--- src/rtl/pipe_skid_reg.sv ---
// Elastic pipeline-stage register with a 2-entry skid buffer, flush and registered in_ready.
// Optional perf counters (stall_cnt, flush_cnt) are enabled by defining STAGE_PERF_EN.
module pipe_skid_reg #(
  parameter int unsigned             CTRL_WIDTH = 16,
  parameter int unsigned             DATA_WIDTH = 32,
  parameter int unsigned             ADDR_WIDTH = 32,
  parameter logic [ADDR_WIDTH-1:0]   PC_ADDR    = ADDR_WIDTH'(32'h8000_0000),
  parameter logic [CTRL_WIDTH-1:0]   CTRL_RESET = '0,
  parameter int unsigned             CNT_WIDTH  = 32
) (
  input  logic                  clk,
  input  logic                  reset,
  input  logic                  flush,
  input  logic                  in_valid,
  output logic                  in_ready,
  input  logic [CTRL_WIDTH-1:0] in_ctrl,
  input  logic [ADDR_WIDTH-1:0] in_pc,
  input  logic [DATA_WIDTH-1:0] in_data,
  output logic                  out_valid,
  input  logic                  out_ready,
  output logic [CTRL_WIDTH-1:0] out_ctrl,
  output logic [ADDR_WIDTH-1:0] out_pc,
  output logic [DATA_WIDTH-1:0] out_data,
  output logic [1:0]            occupancy
`ifdef STAGE_PERF_EN
  ,
  output logic [CNT_WIDTH-1:0]  stall_cnt,
  output logic [CNT_WIDTH-1:0]  flush_cnt
`endif
);

  typedef enum logic [1:0] {
    EMPTY = 2'd0,
    HEAD  = 2'd1,
    FULL  = 2'd2
  } state_t;

  state_t                state;
  logic [CTRL_WIDTH-1:0] head_ctrl;
  logic [CTRL_WIDTH-1:0] skid_ctrl;
  logic [ADDR_WIDTH-1:0] skid_pc;
  logic [DATA_WIDTH-1:0] skid_data;
  logic                  accept;
  logic                  take;

  assign accept = in_valid & in_ready;
  assign take   = out_valid & out_ready;

  // Bubbles must never present live control bits downstream.
  assign out_ctrl = out_valid ? head_ctrl : CTRL_RESET;

  always_ff @(posedge clk or posedge reset) begin
    if (reset) begin
      state     <= EMPTY;
      in_ready  <= 1'b1;
      out_valid <= 1'b0;
      occupancy <= 2'd0;
      head_ctrl <= CTRL_RESET;
      out_pc    <= PC_ADDR;
      out_data  <= '0;
      skid_ctrl <= CTRL_RESET;
      skid_pc   <= PC_ADDR;
      skid_data <= '0;
    end else if (flush) begin
      // Flush wins over any accept/take in the same cycle.
      state     <= EMPTY;
      in_ready  <= 1'b1;
      out_valid <= 1'b0;
      occupancy <= 2'd0;
      head_ctrl <= CTRL_RESET;
      out_data  <= '0;
      if (in_valid) out_pc <= in_pc;
    end else begin
      unique case (state)
        EMPTY: begin
          if (accept) begin
            state     <= HEAD;
            out_valid <= 1'b1;
            occupancy <= 2'd1;
            head_ctrl <= in_ctrl;
            out_pc    <= in_pc;
            out_data  <= in_data;
          end
        end
        HEAD: begin
          if (accept && take) begin
            head_ctrl <= in_ctrl;
            out_pc    <= in_pc;
            out_data  <= in_data;
          end else if (accept) begin
            state     <= FULL;
            in_ready  <= 1'b0;
            occupancy <= 2'd2;
            skid_ctrl <= in_ctrl;
            skid_pc   <= in_pc;
            skid_data <= in_data;
          end else if (take) begin
            state     <= EMPTY;
            out_valid <= 1'b0;
            occupancy <= 2'd0;
          end
        end
        FULL: begin
          if (take) begin
            state     <= HEAD;
            in_ready  <= 1'b1;
            occupancy <= 2'd1;
            head_ctrl <= skid_ctrl;
            out_pc    <= skid_pc;
            out_data  <= skid_data;
          end
        end
        default: begin
          state     <= EMPTY;
          in_ready  <= 1'b1;
          out_valid <= 1'b0;
          occupancy <= 2'd0;
        end
      endcase
    end
  end

`ifdef STAGE_PERF_EN
  // Free-running wrap-around counters for stall and flush cycles.
  always_ff @(posedge clk or posedge reset) begin
    if (reset) begin
      stall_cnt <= '0;
      flush_cnt <= '0;
    end else begin
      if (out_valid && !out_ready) stall_cnt <= stall_cnt + CNT_WIDTH'(1);
      if (flush)                   flush_cnt <= flush_cnt + CNT_WIDTH'(1);
    end
  end
`endif

endmodule

--- config.mk ---
export PLATFORM = sky130hd
export DESIGN_NAME = pipe_skid_reg
export DESIGN_NICKNAME = d
export VERILOG_FILES = /design/src/rtl/pipe_skid_reg.sv
export SDC_FILE = /design/constraint.sdc
export NUM_CORES = 1
export LEC_CHECK = 0
export CAP_MARGIN = 20
export CORE_AREA = 2 2 125 219
export CTS_CLUSTER_DIAMETER = 30
export DETAILED_ROUTE_END_ITERATION = 6
export DIE_AREA = 0 0 127 221
export PLACE_DENSITY = 0.56
export SLEW_MARGIN = 40
export SYNTH_ARGS = -nofsm -noshare
export SYNTH_HDL_FRONTEND = slang
export SYNTH_SLANG_ARGS = --single-unit
--- constraint.sdc ---
create_clock -name clk -period 7.2 [get_ports clk]
set_input_delay 1.08 -clock clk [delete_from_list [all_inputs] [get_ports clk]]
set_output_delay 1.08 -clock clk [all_outputs]
set_load 0.005 [all_outputs]
==> flow_results.org <==
** Final layout
- Fill cells in the final layout number approximately 2500.
- The sequential cells in the finished layout cover a total of between 0.004 and 0.005 sq mm.
- Layout overhead on the synthesized area :: 31.7%
- Ratio of cells with drive above 1 in the final layout :: 0.291
- Excluding fillers, the count of instances in the completed layout stands at roughly 1100.
- Final nets :: between 800 and 900
- Area taken by multi-input logic gates :: about 0.0034 sq mm
- Number of antenna repair diodes :: 0

** Timing
- Slew at the pin with the worst max-slew slack :: roughly 0.77 ns
- Hold Worst Slack :: between 0.4 and 0.5 ns
- For this run, the top clock speed supported by timing is 320 MHz.
- Relative slew margins :: 0.487
- Count of final setup violators :: 0
- Fin. max-slew vios :: 0
- Setup repair after global routing left no endpoint under its margin.
- Setup TNS Final :: 0 ns
- Setup clock skew after layout :: 0.00822 ns
- Dividing the final minimum period by the clock period gives 0.434.
- Final-report hold violation count :: 0
- The smallest clock period supported by the final layout is computed as 3.12 ns.

** Routing
- Average detailed-routed wire length per instance :: 17.5 um
- Number of DRC markers after the initial detailed-route iteration :: just over 200
- The routed layout has between 4000 and 5000 vias.
- Wires add up to 18.9 mm.
- Length of the first detailed-routing pass in iterations :: 4
- For this run, design rule violations remaining after detail routing come to 0.
- Number of nets still failing antenna checks after routing :: 0
- Using the TritonRoute via totals, the vias-per-cell ratio works out to roughly 4.6.

** Clock network
- The clock passes through at most 2 buffers.
- Clock tree from TritonCTS :: yes
- Clock tree synthesis found a total of 164 sinks.
- The H-tree was split into 4 levels.
- Number of buffers created by CTS :: 17
- Clock latency at the later pin of the worst-skew pair :: about 0.44 ns
- Buffers inserted to repair hold after CTS numbered 0.
- Root Buffer Master :: clkbuf_16
- After clock tree synthesis, the setup repair step added 0 buffers.
- Post-CTS repair changed the size of 0 cells.
- Clock transition at path regs :: approximately 0.060 ns

** Setup path
- In this run the worst path has a maximum fanout of 23.
- Cell breakdown of the critical path :: and2_1 -> clkdlybuf4s50_1
- Capture point of the worst path :: out_ctrl[3]
- Capture instance of the worst register-to-register path :: skid_data[9]
- Required time of the critical path :: 6.12 ns
- The critical path in this run is classified as flip-flop to primary output.
- Worst setup path start :: out_valid
- The worst register-to-register path has a depth of 5.
- Startpoint of the worst register-to-register path :: out_valid
- The worst setup path is launched from a flip-flop.
- Master of the slowest instance on the critical path :: dfrtp_1
- STA puts the critical path data arrival time at slightly above 2 ns.
- Setup slack on the worst reg-to-reg path comes out at about 4.6 ns.
- Critical Path End Type :: primary output
- In this design, the stage delay of the slowest critical-path cell is 0.80 ns.

** Yosys
- Synth Cell Area :: between 0.007 and 0.008 sq mm
- Counting every instance in the synthesized netlist gives between 500 and 600.
- Post-Synthesis Mean Instance Area :: around 13 sq um
- Synthesis produced a netlist with a net count of between 600 and 700.
- Seq cells post-synth :: ~160
- For this run, the register share of the synthesized area comes to 0.527.
- Distinct cell type count after synthesis :: 31
- Warnings, synthesis :: 0

** Worst hold path
- Start point of the worst min-delay path :: head_ctrl[2]
- Class of the tightest hold or removal check :: flip-flop to flip-flop

** Power
- PD cells :: 320 mW/mm^2
- The worst-case IR drop observed on VDD is 0.178 mV.
- Total leakage power :: 4.64 nW

** Die
- Effective utilization at floorplan :: 0.297
- The die covers about 0.028 sq mm.
- Die H :: ~220 um
- Floorplan die width :: about 130 um
- Top-level port count :: 169
- Num rows :: just under 80
- The core region is 0.0263 sq mm.

** Placed design
- Buffers placed on the I/O ports in this run total approximately 170.
- Post-DP HPWL :: about 12 mm
- Cell total after placement :: approximately 1100
- Final GP Congestion :: 0.739

** GRT
- Entering global routing, the biggest net connects between 60 and 70 pins.
- The total overflow left after global routing is 0.
- The number of antenna violations at the first check in global routing came to 0.
- Global-route wire length before repair :: 30.4 mm
- Across every metal layer, demand over resource in global routing totals 0.142.
- The number of global-route vias before repair was roughly 5500.

** Run status
- Status :: finished, final reports clean

** Job
- The tool flagged a number of max-cap violations equal to 0.
worst max-delay path: cells and delay by family, from the launching register on:
family        cells  cell delay (ns)
flops             1             0.80
buf+inv           1             0.52
simple gates      1             0.29
placed cells by master, fill, tap and decap left out, drive strengths merged, types with 4 or more instances in the layout:
cell and n:
nand2 102, dfrtp 161, mux2 192, and2 16
clkdlybuf4s50 167, buf 10, clkbuf 25, o21bai 4
a21oi 52
area by class of cell:
cell class              count  share of cell area
repair buffers            177               0.172
flip-flops and latches    164               0.400
clock buffers              25              0.0482
multi-input cells         384               0.330
clock inverters             7             0.00938
well taps                 324              0.0394
inverters                   2             0.00122
cells in the mapped netlist:
master | number | share of area
dfrtp_1 | 161 | 0.52
nand2_1 | 101 | 0.049
mux2_2 | 92 | 0.13
mux2_4 | 80 | 0.15
a21oi_1 | 52 | 0.033
mux2_1 | 20 | 0.029
and2_1 | 16 | 0.013
clkbuf_1 | 14 | 0.0067
buf_12 | 9 | 0.023
buf_2 | 9 | 0.0058
buf_4 | 5 | 0.0048
o21bai_1 | 4 | 0.0038
buf_1 | 3 | 0.0014
dfstp_2 | 3 | 0.010
a211oi_1 | 2 | 0.0019
and3_1 | 2 | 0.0016
inv_1 | 2 | 0.00096
nor2_1 | 2 | 0.00096
a22oi_1 | 1 | 0.00096
nand2_2 | 1 | 0.00080
nand2b_1 | 1 | 0.00080
nand3_1 | 1 | 0.00064
nand3b_1 | 1 | 0.00096
nor2b_1 | 1 | 0.00080
nor3_1 | 1 | 0.00064
nor3b_2 | 1 | 0.0016
nor4_1 | 1 | 0.00080
o21ai_0 | 1 | 0.00064
o21ai_1 | 1 | 0.00064
o311ai_1 | 1 | 0.0011
or4_4 | 1 | 0.0014
cell families (layout without fill, tap and decap cells):
kind of cell	Yosys count	count (layout)	share of synthesized area
AO/OA/AOI/OAI	62	62	0.0425
buffers and inverters	42	211	0.0428
flip-flops	164	164	0.527
multiplexers	192	192	0.316
AND/OR/NAND/NOR	130	130	0.0725
routing by layer:
metal,up-vias,share of wire,track usage
met5,-,0,0
met4,0,0.029,0.0677
met3,24,0.035,0.0334
met2,106,0.55,0.256
met1,2529,0.39,0.154
li1,2339,-,-
report_power, final:
part	total, mW	leakage, nW	internal (mW)	switching (mW)
clock network	0.922	0.280	0.548	0.374
registers	1.44	2.01	1.26	0.188
logic	0.920	2.35	0.643	0.277
total	3.29	4.64	2.45	0.839
stage by stage:
step            util  area [sq um]  worst slack (ns)  power, mW
2_1_floorplan      -          7800              1.69       2.01
3_5_place_dp   0.367          9660              3.30       2.39
3_3_place_gp   0.367          9650              3.31       2.37
4_1_cts        0.390         10200              3.79       3.34
5_1_grt        0.391         10300              3.95       3.48
6_report       0.391         10300              4.08       3.29
how the worst min path moves through the flow:
stage                     slack (ns)      endpoint  depth (start not counted)
final                           0.48  head_ctrl[2]                          1
after global routing            0.51  head_ctrl[8]                          1
after CTS                       0.49  head_ctrl[2]                          1
after detailed placement        0.48  head_ctrl[2]                          1
after global placement          0.47  head_ctrl[3]                          1
after floorplan                 0.46  head_ctrl[0]                          1
flip-flops by register name (all words and copies together), names as in the netlist:
name	flops
head_ctrl	16
in_ready	1
out_data	32
out_pc	32
out_valid	1
skid_ctrl	16
skid_data	32
skid_pc	32
state	2
No activity file was read; power rests on OpenSTA's default activity.
